[src/rtl/fractal_sync_initiator_if.sv]
// Core-side request, tree-side request and wake-up response bundle for one
// fractal sync initiator node.
interface fractal_sync_initiator_if #(
  parameter int LEVEL_WIDTH   = 2,
  parameter int ID_WIDTH      = 2,
  parameter int TIMEOUT_WIDTH = 16
);
  logic                     sync_valid_i;
  logic                     sync_ready_o;
  logic [LEVEL_WIDTH-1:0]   sync_level_i;
  logic [ID_WIDTH-1:0]      sync_id_i;
  logic [TIMEOUT_WIDTH-1:0] timeout_cfg_i;
  logic                     req_valid_o;
  logic                     req_ready_i;
  logic [LEVEL_WIDTH-1:0]   req_level_o;
  logic [ID_WIDTH-1:0]      req_id_o;
  logic                     rsp_valid_i;
  logic [LEVEL_WIDTH-1:0]   rsp_level_i;
  logic [ID_WIDTH-1:0]      rsp_id_i;
  logic                     rsp_error_i;
  logic                     busy_o;
  logic                     done_o;
  logic                     err_o;
  logic [1:0]               err_code_o;
  logic                     stray_o;

  modport slave (
    input  sync_valid_i, sync_level_i, sync_id_i, timeout_cfg_i,
    input  req_ready_i, rsp_valid_i, rsp_level_i, rsp_id_i, rsp_error_i,
    output sync_ready_o, req_valid_o, req_level_o, req_id_o,
    output busy_o, done_o, err_o, err_code_o, stray_o
  );

  modport master (
    output sync_valid_i, sync_level_i, sync_id_i, timeout_cfg_i,
    output req_ready_i, rsp_valid_i, rsp_level_i, rsp_id_i, rsp_error_i,
    input  sync_ready_o, req_valid_o, req_level_o, req_id_o,
    input  busy_o, done_o, err_o, err_code_o, stray_o
  );
endinterface

[src/rtl/fractal_sync_initiator.sv]
// Per-node fractal sync initiator: issues one barrier request into the tree,
// waits for its wake-up and reports done / error / timeout to the core.
//
// state | meaning
// IDLE  | ready for a core request
// REQ   | request presented to the tree, waiting for req_ready_i
// WAIT  | request handed off, waiting for the matching wake-up
// DONE  | one-cycle success pulse
// ERR   | one-cycle failure pulse, err_code_o valid
module fractal_sync_initiator #(
  parameter int LEVEL_WIDTH   = 2,
  parameter int ID_WIDTH      = 2,
  parameter int N_LEVELS      = 3,
  parameter int TIMEOUT_WIDTH = 16
) (
  input  logic                     clk_i,
  input  logic                     rst_ni,
  fractal_sync_initiator_if.slave  bus
);

  typedef enum logic [2:0] {IDLE, REQ, WAIT, DONE, ERR} state_t;

  localparam logic [LEVEL_WIDTH-1:0]   MAX_LEVEL = LEVEL_WIDTH'(N_LEVELS);
  localparam logic [TIMEOUT_WIDTH-1:0] CNT_MAX   = '1;
  localparam logic [TIMEOUT_WIDTH-1:0] CNT_ONE   = TIMEOUT_WIDTH'(1);

  state_t                   state_q, state_d;
  logic [LEVEL_WIDTH-1:0]   level_q;
  logic [ID_WIDTH-1:0]      id_q;
  logic [TIMEOUT_WIDTH-1:0] tmo_q;
  logic [TIMEOUT_WIDTH-1:0] cnt_q;
  logic [1:0]               code_d, code_q;
  logic                     stray_q;
  logic                     accept, level_bad, rsp_match, expired;

  assign accept    = (state_q == IDLE) && bus.sync_valid_i;
  assign level_bad = (bus.sync_level_i == '0) || (bus.sync_level_i > MAX_LEVEL);
  assign rsp_match = bus.rsp_valid_i && (bus.rsp_level_i == level_q) && (bus.rsp_id_i == id_q);
  assign expired   = (tmo_q != '0) && (cnt_q == tmo_q - CNT_ONE);

  always_ff @(posedge clk_i or negedge rst_ni) begin
    if (!rst_ni) state_q <= IDLE;
    else         state_q <= state_d;
  end

  // A matching response takes priority over a timeout in the same cycle.
  always_comb begin
    state_d = state_q;
    code_d  = 2'b00;
    unique case (state_q)
      IDLE: begin
        if (accept) begin
          if (level_bad) begin
            state_d = ERR;
            code_d  = 2'b01;
          end else begin
            state_d = REQ;
          end
        end
      end
      REQ:  if (bus.req_ready_i) state_d = WAIT;
      WAIT: begin
        if (rsp_match) begin
          if (bus.rsp_error_i) begin
            state_d = ERR;
            code_d  = 2'b10;
          end else begin
            state_d = DONE;
          end
        end else if (expired) begin
          state_d = ERR;
          code_d  = 2'b11;
        end
      end
      DONE:    state_d = IDLE;
      ERR:     state_d = IDLE;
      default: state_d = IDLE;
    endcase
  end

  always_ff @(posedge clk_i or negedge rst_ni) begin
    if (!rst_ni) begin
      level_q <= '0;
      id_q    <= '0;
      tmo_q   <= '0;
      cnt_q   <= '0;
      code_q  <= 2'b00;
      stray_q <= 1'b0;
    end else begin
      if (accept) begin
        level_q <= bus.sync_level_i;
        id_q    <= bus.sync_id_i;
        tmo_q   <= bus.timeout_cfg_i;
      end
      if ((state_q == REQ) && bus.req_ready_i) begin
        cnt_q <= '0;
      end else if ((state_q == WAIT) && !rsp_match && (cnt_q != CNT_MAX)) begin
        cnt_q <= cnt_q + CNT_ONE;
      end
      code_q  <= code_d;
      stray_q <= bus.rsp_valid_i && !((state_q == WAIT) && rsp_match);
    end
  end

  assign bus.sync_ready_o = (state_q == IDLE);
  assign bus.req_valid_o  = (state_q == REQ);
  assign bus.busy_o       = (state_q != IDLE);
  assign bus.done_o       = (state_q == DONE);
  assign bus.err_o        = (state_q == ERR);
  assign bus.req_level_o  = level_q;
  assign bus.req_id_o     = id_q;
  assign bus.err_code_o   = code_q;
  assign bus.stray_o      = stray_q;

endmodule

[src/flat_wrapper.sv]
// flat-port wrapper written by rule: the top's interface ports become plain ports
module fractal_sync_initiator_flat 
#(
  parameter int LEVEL_WIDTH   = 2,
  parameter int ID_WIDTH      = 2,
  parameter int N_LEVELS      = 3,
  parameter int TIMEOUT_WIDTH = 16
)
  (clk_i, rst_ni, bus_sync_valid_i, bus_sync_level_i, bus_sync_id_i, bus_timeout_cfg_i, bus_req_ready_i, bus_rsp_valid_i, bus_rsp_level_i, bus_rsp_id_i, bus_rsp_error_i, bus_sync_ready_o, bus_req_valid_o, bus_req_level_o, bus_req_id_o, bus_busy_o, bus_done_o, bus_err_o, bus_err_code_o, bus_stray_o);
  fractal_sync_initiator_if #(.LEVEL_WIDTH(LEVEL_WIDTH), .ID_WIDTH(ID_WIDTH), .TIMEOUT_WIDTH(TIMEOUT_WIDTH)) bus_i ();
  input  logic clk_i;
  input  logic rst_ni;
  input wire logic [$bits(bus_i.sync_valid_i)-1:0] bus_sync_valid_i;
  input wire logic [$bits(bus_i.sync_level_i)-1:0] bus_sync_level_i;
  input wire logic [$bits(bus_i.sync_id_i)-1:0] bus_sync_id_i;
  input wire logic [$bits(bus_i.timeout_cfg_i)-1:0] bus_timeout_cfg_i;
  input wire logic [$bits(bus_i.req_ready_i)-1:0] bus_req_ready_i;
  input wire logic [$bits(bus_i.rsp_valid_i)-1:0] bus_rsp_valid_i;
  input wire logic [$bits(bus_i.rsp_level_i)-1:0] bus_rsp_level_i;
  input wire logic [$bits(bus_i.rsp_id_i)-1:0] bus_rsp_id_i;
  input wire logic [$bits(bus_i.rsp_error_i)-1:0] bus_rsp_error_i;
  output wire logic [$bits(bus_i.sync_ready_o)-1:0] bus_sync_ready_o;
  output wire logic [$bits(bus_i.req_valid_o)-1:0] bus_req_valid_o;
  output wire logic [$bits(bus_i.req_level_o)-1:0] bus_req_level_o;
  output wire logic [$bits(bus_i.req_id_o)-1:0] bus_req_id_o;
  output wire logic [$bits(bus_i.busy_o)-1:0] bus_busy_o;
  output wire logic [$bits(bus_i.done_o)-1:0] bus_done_o;
  output wire logic [$bits(bus_i.err_o)-1:0] bus_err_o;
  output wire logic [$bits(bus_i.err_code_o)-1:0] bus_err_code_o;
  output wire logic [$bits(bus_i.stray_o)-1:0] bus_stray_o;
  assign bus_i.sync_valid_i = bus_sync_valid_i;
  assign bus_i.sync_level_i = bus_sync_level_i;
  assign bus_i.sync_id_i = bus_sync_id_i;
  assign bus_i.timeout_cfg_i = bus_timeout_cfg_i;
  assign bus_i.req_ready_i = bus_req_ready_i;
  assign bus_i.rsp_valid_i = bus_rsp_valid_i;
  assign bus_i.rsp_level_i = bus_rsp_level_i;
  assign bus_i.rsp_id_i = bus_rsp_id_i;
  assign bus_i.rsp_error_i = bus_rsp_error_i;
  assign bus_sync_ready_o = bus_i.sync_ready_o;
  assign bus_req_valid_o = bus_i.req_valid_o;
  assign bus_req_level_o = bus_i.req_level_o;
  assign bus_req_id_o = bus_i.req_id_o;
  assign bus_busy_o = bus_i.busy_o;
  assign bus_done_o = bus_i.done_o;
  assign bus_err_o = bus_i.err_o;
  assign bus_err_code_o = bus_i.err_code_o;
  assign bus_stray_o = bus_i.stray_o;
  fractal_sync_initiator #(.LEVEL_WIDTH(LEVEL_WIDTH), .ID_WIDTH(ID_WIDTH), .N_LEVELS(N_LEVELS), .TIMEOUT_WIDTH(TIMEOUT_WIDTH)) u_core (.clk_i(clk_i), .rst_ni(rst_ni), .bus(bus_i));
endmodule
[config.mk]
export PLATFORM = sky130hd
export DESIGN_NAME = fractal_sync_initiator_flat
export DESIGN_NICKNAME = d
export VERILOG_FILES = /design/src/rtl/fractal_sync_initiator_if.sv /design/src/rtl/fractal_sync_initiator.sv /design/src/flat_wrapper.sv
export SDC_FILE = /design/constraint.sdc
export NUM_CORES = 1
export LEC_CHECK = 0
export ABC_AREA = 0
export BUFFER_PORTS_ARGS = -buffer_cell sky130_fd_sc_hd__buf_4
export CAP_MARGIN = 0
export CORE_ASPECT_RATIO = 2
export CORE_MARGIN = 5
export CORE_UTILIZATION = 59
export DETAILED_ROUTE_END_ITERATION = 6
export PLACE_DENSITY_LB_ADDON = 0.05
export SLEW_MARGIN = 20
export SYNTH_ARGS = -nofsm -noshare
export SYNTH_HDL_FRONTEND = slang
export SYNTH_SLANG_ARGS = --single-unit
[constraint.sdc]
create_clock -name clk_i -period 4.6 [get_ports clk_i]
set_input_delay 0.23 -clock clk_i [delete_from_list [all_inputs] [get_ports clk_i]]
set_output_delay 0.23 -clock clk_i [all_outputs]
set_load 0.02 [all_outputs]
Word-level counts from Yosys, hierarchy flattened --
Index checks and enable logic that the tools add are counted.
Word-level totals: bits in registers 42, input bits 30
Operators by class: mux-type cells 15, add/sub/neg operators 2, equality and inequality tests 11, $lt $le $gt $ge 1, reduce and logical (&&, ||, !) cells 18
Operators with widths (count):
- $mux 16 | 2
- $mux 3 | 6
- $add 16x1->16 const B | 1
- $eq 16x16->1 | 1
- $ne 16x16->1 const B | 1
- $reduce_bool 16->1 | 1
- $sub 16x1->16 const B | 1
- $logic_and 1x1->1 | 9
- $pmux 3 s3 | 1
- $mux 2 | 4
- $eq 3x2->1 const B | 2
- $eq 2x2->1 | 2
- $pmux 2 s2 | 1
- $eq 3x1->1 const B | 1
- $eq 3x3->1 const B | 1
- $logic_not 3->1 | 1
- $ne 3x1->1 const B | 1
- $reduce_and 3->1 | 1
- $reduce_bool 3->1 | 1
- $gt 2x2->1 const B | 1
- $logic_not 1->1 | 2
- $logic_not 2->1 | 1
- $ne 2x1->1 const B | 1
- $ne 2x2->1 const B | 1
- 3 further kinds | 3

Logic depth before layout (Yosys ltp) --
word-level depth 8, gate-level depth with buffers 8

Least setup slack after synthesis --
Ideal clock, no wire load.
kind reg2reg, start register u_core.tmo_q[0], end register u_core.state_q[1], slack 2.432 ns, arrival 2.044 ns, cell stages (with the launch flop) 8, clock period less this slack 2.168 ns, path buffers 0, data required time 4.476 ns, library setup time 0.124 ns, path through dfrtp_1 -> inv_1 -> ha_1 -> xor2_1 -> or3_4 -> a2111oi_4 -> nand4_2 -> a211o_1
On the way: word-level cells in the longest chain between the ends 5, elaborated cells between the ends (all ways) 6
Ends and longest elaborated chain:
- start: declaration | line fractal_sync_initiator.sv:30 | logic [TIMEOUT_WIDTH-1:0] tmo_q;
- start signal: assignment | line fractal_sync_initiator.sv:93 | tmo_q <= bus.timeout_cfg_i;
- $sub 16x1->16 | line fractal_sync_initiator.sv:39 | assign expired = (tmo_q != '0) && (cnt_q == tmo_q - CNT_ONE);
- $eq 16x16->1 | line fractal_sync_initiator.sv:39
- $logic_and 1x1->1 (*) | line fractal_sync_initiator.sv:39
- $ne 3x1->1 (no line) (*)
- $reduce_and 3->1 (no line) (*)
- end signal: assignment | line fractal_sync_initiator.sv:43 | else state_q <= state_d;
- end: declaration | line fractal_sync_initiator.sv:27 | state_t state_q, state_d;
Every way passes the cells marked *; elsewhere a longest branch is shown, timed or not. A chain may end at the register's enable or synchronous reset.

Final worst setup path --
start register u_core.tmo_q[3], end register u_core.state_q[1]
Same word-level chain as after synthesis.

==> out/results.tsv <==
stage	metric	value	unit
timing	tns	0	ns
global_routing	grt_pass1_vias	2283	
detailed_routing	drt-total-wl	6130	um
floorplanning	rows	34	
critical_path	cp_data_arrival_time	2.71	ns
logic_synthesis	ys_types	53	
logic_synthesis	ys.warnings.count	0	
timing	min_period	2.52	ns
clocking	root_buffer	clkbuf_8	
hold_path	hold_start	bus_req_ready_i	
flow_run	drv_cap	0	
logic_synthesis	synth_fp_nets	294	
detailed_routing	first_iter_violations	36	
global_routing	grt_pass1_wl	10400	um
place	io_buffers	41	
timing	rsz0062_at_grt	no	
pwr	p_sw	0.722	mW
logic_synthesis	synth_cells	261	
global_routing	grt_max_degree	43	
timing	finalHoldViolations	0	
logic_synthesis	syn_area	2580	um2
critical_path	cp-start-kind	flop	
clocking	cts_tree	yes	
clocking	cts_resized	0	
timing	max_freq	0.396	GHz
detailed_routing	vias	2166	
critical_path	slowest_delay	0.64	ns
logic_synthesis	yosysSeqAreaShare	0.408	
critical_path	required	4.78	ns
status	status	finished clean	
cells_and_area	multi_input_area	1460	um2
critical_path	critPathMaxFanout	7	
global_routing	antenna_found_initial	0	
clocking	cts_sinks	42	
detailed_routing	wl_per_cell	17.3	um
pwr	p_per_area	562	nW/um2
critical_path	crit_start	u_core.tmo_q[3]	
critical_path	crit_path_top_delay_cell	nor4_2	
floorplanning	die_area	5870	um2
floorplanning	die_w	56.7	um
critical_path	endpoint_kind	flop	
global_routing	grt_overflow_total	0	
clocking	clock_latency	0.30	ns
timing	final.setup_skew	0.00772	ns
cells_and_area	seq_area	1050	um2
clocking	clockBufferDepth	2	
clocking	htree_levels	2	
logic_synthesis	synth_seq_cells	42	
hold_path	min_path_type	input pin to flop	
timing	tightest_slew	1.01	ns
timing	finalSetupViolCount	0	
place	place_inst	346	
cells_and_area	fillers	354	
cells_and_area	areaGrowthSynthToFinish	16.8	%
pwr	p_total	1.69	mW
floorplanning	io_pins	42	
cells_and_area	utilization	0.701	
floorplanning	die_h	103	um
pwr	p_leak	1.26	nW
floorplanning	start_util	0.600	
critical_path	reg2reg_from	u_core.tmo_q[3]	
detailed_routing	drc	0	
pwr	swShare	0.426	
critical_path	critical_path_class	flop to flop	
cells_and_area	drive_above_1_share	0.266	
logic_synthesis	syn_avg_cell_area	9.88	um2
place	hpwlAfterDp	4670	um
pwr	peakVddDrop	0.000410	V
critical_path	cp_cell_sequence	nor4_2 -> nand4_1 -> xnor2_1 -> a2111oi_4 -> nand4_2 -> a211o_1	
timing	holdWs	0.135	ns
pwr	comb_power_share	0.464	
pwr	power_frac_clock	0.149	
clocking	cts_buffers	5	
detailed_routing	drt-pass1-iter-count	4	
cells_and_area	fin_cells	355	
logic_synthesis	synth_flop_cell	dfrtp_1	
cells_and_area	nets	333	
detailed_routing	vias_per_cell	6.10	
logic_synthesis	ys_async_sr_fraction	1.00	
cells_and_area	diodes	0	
global_routing	track_usage	0.230	
place	place_congestion	0.868	
pwr	internal_power	0.972	mW
floorplanning	core	4300	um2
timing	finalCritPeriodShare	0.548	
clocking	clk_pin_slew	0.08	ns
detailed_routing	antenna_left	0	
timing	slew_violations	0	
timing	relSlewSlack	0.324	
pwr	seqPwrFrac	0.386	
logic_synthesis	synth_edf_count	0	
final timing paths:
check,cells past startpoint,slack (ns),end
min in group asynchronous,2,0.45,u_core.tmo_q[9]
min,2,0.13,u_core.state_q[0]
max in group asynchronous,2,3.76,u_core.cnt_q[0]
max,6,2.08,u_core.state_q[1]
max reg2reg,6,2.08,u_core.state_q[1]
min reg2reg,1,0.56,u_core.bus.req_level_o[1]
sequential cells by signal, summed over array words and instances (netlist names):
register and cells:
u_core.bus.req_level_o 2, u_core.state_q 3, u_core.bus.stray_o 1, u_core.bus.err_code_o 2
u_core.bus.req_id_o 2, u_core.cnt_q 16, u_core.tmo_q 16
layer usage:
metal  vias to the layer above  track usage  share of wire
li1                       1022            -              -
met1                      1057        0.229           0.35
met3                        21       0.0348          0.040
met5                         -            0              0
met2                        66        0.446           0.57
met4                         0        0.130          0.042
kinds of logic (layout without fill, tap and decap cells):
group	after synthesis	in the layout	synth area share
DFF	42	42	0.408
muxes	17	17	0.0742
AOI/OAI and AO/OA	39	39	0.111
adders and majority gates	3	3	0.0146
xor gates and xnor gates	34	34	0.115
and+or+nand+nor	109	109	0.249
buffers and inverters	17	57	0.0281
metrics by stage:
stage               cell area [um2]  setup WS (ns)
global route                   3010           1.93
CTS                            3010           2.10
floorplan                      2580           2.43
global placement               2910           2.22
finish                         3010           2.08
detailed placement             2910           2.11
layout make-up:
type | count | share of cell area
Tap cell | 54 | 0.0224
Clock inverter | 2 | 0.00415
Multi-Input combinational cell | 202 | 0.483
Sequential cell | 42 | 0.349
Inverter | 7 | 0.00872
Timing Repair Buffer | 42 | 0.105
Clock buffer | 6 | 0.0274
cells in the mapped netlist (3+ instances only):
cell type,instances,area share
inv_1,7,0.010
dfrtp_1,42,0.41
nand3b_1,3,0.0087
xnor2_1,20,0.068
o21ai_0,9,0.017
and2_1,4,0.0097
or4_1,3,0.0087
and3_1,4,0.0097
a31oi_1,3,0.0073
nand4_1,7,0.017
nor2_1,23,0.033
clkbuf_1,7,0.010
nand2_1,21,0.031
nor3b_1,4,0.012
nand3_1,13,0.025
a21oi_1,6,0.012
a311oi_1,3,0.010
ha_1,3,0.015
xor2_1,14,0.048
nor3_1,6,0.012
o21ai_1,4,0.0078
mux2_2,17,0.074
power groups by stage:
stage	clock network, mW	registers [mW]	logic, mW
after global routing	0.274	0.680	0.870
after detailed placement	0	0.661	0.793
after global placement	0	0.656	0.777
after CTS	0.258	0.654	0.797
after floorplan	0	0.626	0.593
final	0.253	0.655	0.786
what timing repair did:
action / 4_1_cts / 5_1_grt
hold buffers: 1 / 0
endpoints found under the setup margin: 0 / 0
setup buffers: 0 / 0
hold endpoints to repair: 42 / 0
critical path: cells and delay by family (launching register included):
family / cells / cell delay, ns
AND/OR/NAND/NOR: 3 / 1.08
flip-flops: 1 / 0.48
XOR/XNOR: 1 / 0.21
AO/OA/AOI/OAI: 2 / 0.64
cells in the final DEF, fill, tap and decap left out, types with 6 or more instances in the layout:
| cell | netlist | routed |
|---|---|---|
| inv_1 | 7 | 7 |
| xnor2_1 | 20 | 20 |
| dfrtp_1 | 42 | 42 |
| nor2_1 | 23 | 23 |
| nand2_1 | 21 | 21 |
| nand3_1 | 13 | 13 |
| xor2_1 | 14 | 14 |
| a21oi_1 | 6 | 6 |
| buf_4 | 0 | 41 |
| mux2_2 | 17 | 17 |
| nand4_1 | 7 | 7 |
| clkbuf_8 | 0 | 6 |
| o21ai_0 | 9 | 9 |
| nor3_1 | 6 | 6 |
Note: power is estimated with default switching activity, not from simulation.
